==> config.mk <==
export PLATFORM = sky130hd
export DESIGN_NAME = lru_tick_tracker
export DESIGN_NICKNAME = d
export VERILOG_FILES = /design/src/rtl/lru_tick_tracker.sv
export SDC_FILE = /design/constraint.sdc
export NUM_CORES = 2
export LEC_CHECK = 0
export ABC_AREA = 1
export CAP_MARGIN = 20
export CORE_AREA = 2 2 231 290
export CTS_BUF_LIST = sky130_fd_sc_hd__clkbuf_16
export DETAILED_ROUTE_END_ITERATION = 10
export DIE_AREA = 0 0 233 292
export PLACE_DENSITY = 0.75
export SLEW_MARGIN = 10
export SYNTH_ARGS = -nofsm -noshare
export SYNTH_HDL_FRONTEND = slang
export SYNTH_SLANG_ARGS = --single-unit
==> constraint.sdc <==
create_clock -name clk -period 3.5 [get_ports clk]
set_input_delay 0.875 -clock clk [delete_from_list [all_inputs] [get_ports clk]]
set_output_delay 0.875 -clock clk [all_outputs]
set_load 0.005 [all_outputs]
==> src/rtl/lru_tick_tracker.sv <==
// Per-line access timestamps for LRU victim selection, with a per-set
// rank-compression sweep that rebases ticks when the access counter saturates.

`ifndef CACHE_S
`define CACHE_S 4
`endif
`ifndef CACHE_E
`define CACHE_E 4
`endif

module lru_tick_tracker #(
  parameter int SET_COUNT    = `CACHE_S,
  parameter int SET_SIZE     = `CACHE_E,
  parameter int TICK_WIDTH   = 32,
  parameter int _INDEX_WIDTH = $clog2(SET_COUNT),
  parameter int _WAY_WIDTH   = $clog2(SET_SIZE)
) (
  input  logic                    clk,
  input  logic                    resetn,
  input  logic                    req_valid,
  output logic                    req_ready,
  input  logic [_INDEX_WIDTH-1:0] req_set,
  input  logic [_WAY_WIDTH-1:0]   req_way,
  input  logic                    req_invalidate,
  input  logic [_INDEX_WIDTH-1:0] query_set,
  output logic [TICK_WIDTH-1:0]   tick [1:SET_SIZE],
  output logic                    busy
);

  typedef enum logic [0:0] {IDLE, SWEEP} state_t;

  localparam logic [_INDEX_WIDTH-1:0] LAST_SET  = _INDEX_WIDTH'(SET_COUNT - 1);
  localparam logic [TICK_WIDTH-1:0]   NOW_RESET = TICK_WIDTH'(1);
  localparam logic [TICK_WIDTH-1:0]   NOW_REBASE = TICK_WIDTH'(SET_SIZE + 1);

  logic [TICK_WIDTH-1:0]   ticks_reg [SET_COUNT][SET_SIZE];
  logic [TICK_WIDTH-1:0]   now_reg, now_next;
  logic [_INDEX_WIDTH-1:0] sidx_reg, sidx_next;
  state_t                  state_reg, state_next;

  logic                    wr_en;
  logic [TICK_WIDTH-1:0]   wr_val;
  logic                    sweep_en;
  logic [TICK_WIDTH-1:0]   sweep_row [SET_SIZE];
  logic [TICK_WIDTH-1:0]   rank      [SET_SIZE];

  // Rank of each way within the set being swept; zero ticks stay zero.
  for (genvar gi = 0; gi < SET_SIZE; gi++) begin : g_rank
    assign sweep_row[gi] = ticks_reg[sidx_reg][gi];

    always_comb begin
      logic [TICK_WIDTH-1:0] cnt;
      cnt = '0;
      for (int j = 0; j < SET_SIZE; j++) begin
        if (sweep_row[j] != '0 && sweep_row[j] < sweep_row[gi]) begin
          cnt = cnt + TICK_WIDTH'(1);
        end
      end
      rank[gi] = (sweep_row[gi] == '0) ? '0 : cnt + TICK_WIDTH'(1);
    end
  end

  for (genvar gi = 0; gi < SET_SIZE; gi++) begin : g_tick_out
    assign tick[gi+1] = ticks_reg[query_set][gi];
  end

  assign req_ready = (state_reg == IDLE);
  assign busy      = (state_reg == SWEEP);

  always_comb begin
    state_next = state_reg;
    now_next   = now_reg;
    sidx_next  = sidx_reg;
    wr_en      = 1'b0;
    wr_val     = '0;
    sweep_en   = 1'b0;
    case (state_reg)
      IDLE: begin
        if (req_valid) begin
          wr_en = 1'b1;
          if (!req_invalidate) begin
            wr_val = now_reg;
            // A saturated counter is held and rebased by the sweep instead of wrapping.
            if (now_reg != '1) begin
              now_next = now_reg + TICK_WIDTH'(1);
            end else begin
              sidx_next  = '0;
              state_next = SWEEP;
            end
          end
        end
      end
      SWEEP: begin
        sweep_en = 1'b1;
        if (sidx_reg == LAST_SET) begin
          now_next   = NOW_REBASE;
          sidx_next  = '0;
          state_next = IDLE;
        end else begin
          sidx_next = sidx_reg + _INDEX_WIDTH'(1);
        end
      end
      default: state_next = IDLE;
    endcase
  end

  always_ff @(posedge clk or negedge resetn) begin
    if (!resetn) begin
      state_reg <= IDLE;
      now_reg   <= NOW_RESET;
      sidx_reg  <= '0;
      for (int s = 0; s < SET_COUNT; s++) begin
        for (int w = 0; w < SET_SIZE; w++) begin
          ticks_reg[s][w] <= '0;
        end
      end
    end else begin
      state_reg <= state_next;
      now_reg   <= now_next;
      sidx_reg  <= sidx_next;
      if (wr_en) begin
        ticks_reg[req_set][req_way] <= wr_val;
      end
      if (sweep_en) begin
        for (int w = 0; w < SET_SIZE; w++) begin
          ticks_reg[sidx_reg][w] <= rank[w];
        end
      end
    end
  end

endmodule

; ---- Word-level counts from Yosys, hierarchy flattened
; Cells that the tools add are included.
[word_totals]
reg_bits = 547
inputBits = 10
out_inout_bits = 130
word_cells = 167
[classes]
mux = 66
eq_ne = 7
reduce_logical = 29
bitwise = 5
addsub = 18
order_cmp = 23
[op_table]
columns = operator, n
row1 = 512-bit bitwise mux, 5
row2 = 128-bit demux with 2-bit select, 5
row3 = 512-bit two-way mux, 2
row4 = 32-bit two-way mux, 25
row5 = 128-bit two-way mux, 6
row6 = 32-bit by 1-bit adder with 32-bit output (second input constant), 17
row7 = 128-bit binary-select mux with 2-bit select, 2
row8 = 32-bit less-than comparator, 16
row9 = 32-bit zero test, 4
row10 = 32-bit nonzero test, 4
row11 = 96-bit two-way mux, 1
row12 = 32-bit demux with 2-bit select, 1
row13 = 64-bit two-way mux, 1
row14 = 32-bit one-hot mux with 2 select lines, 1
row15 = 32-bit != test (second input constant), 1
row16 = 1-bit logical AND, 19
row17 = 3-bit >= comparator (second input constant), 4
row18 = 2-bit NOT with 3-bit output, 4
row19 = 1-bit two-way mux, 11
row20 = 3-bit by 1-bit less-than comparator with 1-bit output (second input constant), 3
row21 = 2-bit two-way mux, 4
row22 = 2-bit != test (second input constant), 3
row23 = 2-bit by 1-bit != test with 1-bit output (second input constant), 2
row24 = 2-bit one-hot mux with 2 select lines, 1
row25 = 6 further kinds, 6

; ---- Depth between registers and ports, before layout
[depth]
word_depth = 20
depth_mapped = 29

; ---- Worst setup path after synthesis
; Ideal clock, no wire load.
[synth_timing]
path_kind = flip-flop to flip-flop
from = reg sidx_reg[0]
to = reg ticks_reg[34] (netlist bit)
stages_incl_launch_ff = 26
path_slack_ps = -88
arrival_ps = 3454
required_time_ps = 3366
setup_ps = 134
n_path_buf = 4
path_cell_list = dfrtp_1 buf_6 buf_6 buf_4 buf_2 a21oi_1 o21ai_0 nand2_1 inv_1 ha_1 nand2_1 inv_1 nand3_1 nor3_1 inv_1 nor4_1 nand2_1 nand3_1 inv_1 ha_1 nand3b_1 nand2_1 ha_1 nand4_1 nand3_1 a21oi_1
[synth_via]
elab_chain_cells = 20
elab_cells_between_ends = 93
classes_between = add/sub (16) / order compare (18) / mux (33) / bitwise (1) / reduce/logical (25)
[synth_lines]
columns = element, line
row1 = "start, declared", 38  ; logic [_INDEX_WIDTH-1:0] sidx_reg, sidx_next;
row2 = "start signal, assigned", 120  ; sidx_reg <= sidx_next;
row3 = 2-bit NOT with 3-bit output (not written as such) (*), "49, 126"
row4 = 128-bit binary-select mux with 2-bit select, 49  ; assign sweep_row[gi] = ticks_reg[sidx_reg][gi];
row5 = 128-bit two-way mux (not written as such) (2 in series), 49
row6 = 32-bit less-than comparator / 32-bit nonzero test (equally long branches), 55  ; if (sweep_row[j] != '0 && sweep_row[j] < sweep_row[gi]) begin
row7 = 1-bit logical AND, 55
row8 = 1-bit two-way mux, 55
row9 = 32-bit by 1-bit adder with 32-bit output, 56  ; cnt = cnt + TICK_WIDTH'(1);
row10 = 32-bit two-way mux, 55
row11 = 32-bit by 1-bit adder with 32-bit output, 56
row12 = 32-bit two-way mux, 55
row13 = 32-bit by 1-bit adder with 32-bit output, 56
row14 = 32-bit two-way mux, 55
row15 = 32-bit by 1-bit adder with 32-bit output, 59  ; rank[gi] = (sweep_row[gi] == '0) ? '0 : cnt + TICK_WIDTH'(1);
row16 = 32-bit two-way mux, 59
row17 = 512-bit bitwise mux (3 in series), 126  ; ticks_reg[sidx_reg][w] <= rank[w];
row18 = 512-bit bitwise mux (*), 126
row19 = 512-bit two-way mux (*), 124  ; if (sweep_en) begin
row20 = "end signal, assigned by index", 122  ; ticks_reg[req_set][req_way] <= wr_val;
row21 = "end signal, assigned by index", 126
row22 = "end, declared", 36  ; logic [TICK_WIDTH-1:0] ticks_reg [SET_COUNT][SET_SIZE];
; Every way passes the cells marked *; elsewhere a longest branch is shown, timed or not. The select of a mux whose other input is x is not followed.
; A chain may end at the register's enable or synchronous reset.

; ---- Worst setup path in the final report
[layout_timing]
from = reg sidx_reg[0]
to = reg ticks_reg[322] (netlist bit)
; Same word-level chain as after synthesis.

==> impl_metrics.tcl <==
set metrics [dict create \
    hold_class "in2async" \
    cts_tree "built" \
    max_stage_delay_ns 0.53 \
    combPwrFrac_pct 41.7 \
    syn_nets 5286 \
    critPathTopFamily "simple AND/OR/NAND/NOR gates" \
    design_area_sq_um 44200 \
    dieArea_sq_um 68000 \
    clk_latency_ns 0.64 \
    finalWorstSetupSlack_ns -0.432 \
    async_flop_share_pct 100 \
    overflow 0 \
    worst_slew_pin_slew_ns 1.24 \
    p_leak_nw 21.6 \
    arrival_ns 4.40 \
    violations "negative setup slack" \
    initial_utilization_pct 54.6 \
    clkTransAtPathRegs_ns 0.07 \
    worst_setup_path_end_kind "register" \
    die_w_um 233 \
    p_sw_share_pct 38.9 \
    required_ns 3.96 \
    synth_area_sq_um 35700 \
    final_layout_size_suffix_gt1_share_pct 15.5 \
    cts_sinks 547 \
    drtIter0Drc 5408 \
    avgSynthCellArea_sq_um 7.04 \
    grt_pass1_wl_um 219000 \
    crit_buf_inv 4 \
    io_pins 140 \
    cts_root_buf "clkbuf_16" \
    switching_power_mw 9.73 \
    routabilityCongestion 1.02 \
    drc 0 \
    ir_worst_vdd_mv 0.431 \
    drv_slew 0 \
    dp_hpwl_um 97700 \
    syn2layout_area_growth_pct 23.9 \
    path_max_fanout 38 \
    path_class "reg2reg" \
    power_density_nw_per_um2 566 \
    startpoint_type "register" \
    viasPerCell 6.23 \
    core_sq_um 65300 \
    synth_cell_types 44 \
    period_share_pct 112 \
    cpMaxStageDelayCell "dfrtp_4" \
    die_h_um 292 \
    crit_chain "buf_12, buf_12, a21oi_1, o21ai_0, nand2_1, inv_1, ha_1, a21oi_2, nor2_1, a211oi_2, o2111ai_2, nand2_1, nand2_2, buf_6, a21oi_4, ha_4, nand3b_1, nand2_1, ha_4, nand4_1, nand3_4, a21oi_1" \
    pwr-share-seq_pct 34.9 \
    rsz0062_at_grt "yes" \
    largest_reg_flops 512 \
    cpMostUsedCell "nand2_1" \
    synth_edf_count 0 \
    clockBufferDepth 3 \
    io_buffers 139 \
    placed_area_sq_um 40800 \
    clock_skew_ns 0.0257 \
    layout.nets 5599 \
    setup_viol 46 \
    layout_commonest_cell "o21ai_0" \
    pwr-share-clk_pct 23.4 \
    wl_per_cell_um 23.6 \
    htree_num_levels 2 \
    ys_seq_area_share_pct 38.4 \
    track_usage_pct 42.5 \
    first_pass_iters 9 \
    pre_cts_ws_ns -0.531 \
    antenna_found_initial 14 \
    intPower_mw 15.3 \
    max-cap-violations 0 \
    hold_viol_final 0 \
    synthFlopType "dfrtp_1" \
    ys_ff_latch 547 \
    wl_um 148000 \
    postCtsHoldBufs 0 \
    ant_nets 0 \
    period_needed_ns 3.93 \
    grt_max_degree 121 \
    fmaxAchievable_mhz 254 \
    via_count 39200 \
    relSlewSlack_pct 16.9 \
    synth_warnings 0 \
    numCtsBuffers 57 \
    layout_common_cells "o21ai_0, nor2_1, a21oi_1, nand2_1, dfrtp_1" \
    num_rows 105 \
    status "finished with violations" \
    syn_inst 5067 \
    grt_pass1_vias 36500 \
]
==> cell type report <==
cell class	count	area, sq um
timing repair buffer	617	6220
tap	856	1070
antenna	5	12.5
clock inverter	46	282
clock buffer	57	1430
sequential	547	13700
multi-input combinational	3661	19600
fill	5369	21100
inverter	496	1880
==> power groups by stage <==
stage | clock [mW] | combinational [mW] | sequential [mW]
after detailed placement | 0 | 8.91 | 8.73
after global placement | 0 | 8.73 | 8.70
final | 5.84 | 10.4 | 8.72
after global routing | 6.09 | 11.4 | 8.85
after floorplan | 0 | 5.04 | 8.44
after CTS | 5.84 | 9.47 | 8.64
==> stage by stage <==
stage	power [mW]	utilization (%)	hold slack, ns	setup TNS, ns	instances
6_report	25.0	67.7	0.210	-12.90	6285
2_1_floorplan	13.5	-	0.473	0	5067
5_1_grt	26.4	67.7	0.247	-20.67	6280
3_5_place_dp	17.6	62.4	0.498	-18.79	6126
4_1_cts	23.9	65.9	0.227	-10.49	6244
3_3_place_gp	17.4	62.4	0.499	-15.88	6126
==> worst register-to-register path, cell delays in order (launching register included) <==
cell,delay (ns)
dfrtp_4,0.53
buf_12,0.18
buf_12,0.18
a21oi_1,0.14
o21ai_0,0.10
nand2_1,0.24
inv_1,0.11
ha_1,0.23
a21oi_2,0.12
nor2_1,0.06
a211oi_2,0.25
o2111ai_2,0.18
nand2_1,0.12
nand2_2,0.08
buf_6,0.12
a21oi_4,0.14
ha_4,0.23
nand3b_1,0.17
nand2_1,0.11
ha_4,0.14
nand4_1,0.12
nand3_4,0.15
a21oi_1,0.07
==> repair_timing <==
| item | in CTS | in global routing |
|---|---|---|
| gates cloned | 3 | 10 |
| gates resized for setup | 107 | 243 |
| endpoints found under the hold margin | 0 | 0 |
| setup endpoints to repair | 48 | 51 |
| buffers inserted | 12 | 27 |
| pin swaps | 28 | 92 |
==> metal layers <==
| metal | global-route usage, % | share of wire [%] |
|---|---|---|
| met1 | 53.3 | 35 |
| met2 | 63.6 | 43 |
| met3 | 11.3 | 13 |
| met4 | 29.4 | 8.2 |
| met5 | 0 | 0.15 |
==> cell usage after synthesis (all sizes together) (10+ instances only) <==
cell type | number | share of area (%)
xor2 | 10 | 0.27
nor3 | 49 | 0.70
nor2 | 806 | 8.5
nand2 | 657 | 7.0
buf | 72 | 1.4
a211oi | 31 | 0.65
nand4 | 43 | 0.75
ha | 209 | 7.3
clkbuf | 291 | 3.1
inv | 489 | 5.1
dfrtp | 546 | 38
o21ai | 909 | 13
nand3 | 134 | 1.9
a21oi | 668 | 9.4
o22ai | 95 | 1.7
==> logic make-up (layout without fill, tap and decap cells) <==
| kind of cell | Yosys count | after routing | share of synthesized area (%) |
|---|---|---|---|
| adders and majority gates | 209 | 209 | 7.33 |
| DFF | 547 | 547 | 38.4 |
| xor gates and xnor gates | 10 | 10 | 0.267 |
| AOI/OAI and AO/OA | 1737 | 1737 | 25.2 |
| and+or+nand+nor | 1705 | 1705 | 19.2 |
| buffers and inverters | 859 | 1216 | 9.64 |
| other | 0 | 5 | 0 |
==> final timing paths <==
check	startpoint	end	slack (ns)	cells past startpoint
setup / recovery	sidx_reg[0]$_DFFE_PN0P_	ticks_reg[322]$_DFF_PN0_	-0.43	22
hold / removal	resetn	ticks_reg[113]$_DFF_PN0_	0.21	1
setup reg to reg	sidx_reg[0]$_DFFE_PN0P_	ticks_reg[322]$_DFF_PN0_	-0.43	22
hold reg to reg	now_reg[19]$_DFFE_PN0P_	now_reg[19]$_DFFE_PN0P_	0.51	2
max in group asynchronous	resetn	ticks_reg[19]$_DFF_PN0_	2.32	2
min in group clk	now_reg[19]$_DFFE_PN0P_	now_reg[19]$_DFFE_PN0P_	0.51	2
No activity file was read; power rests on OpenSTA's default activity.
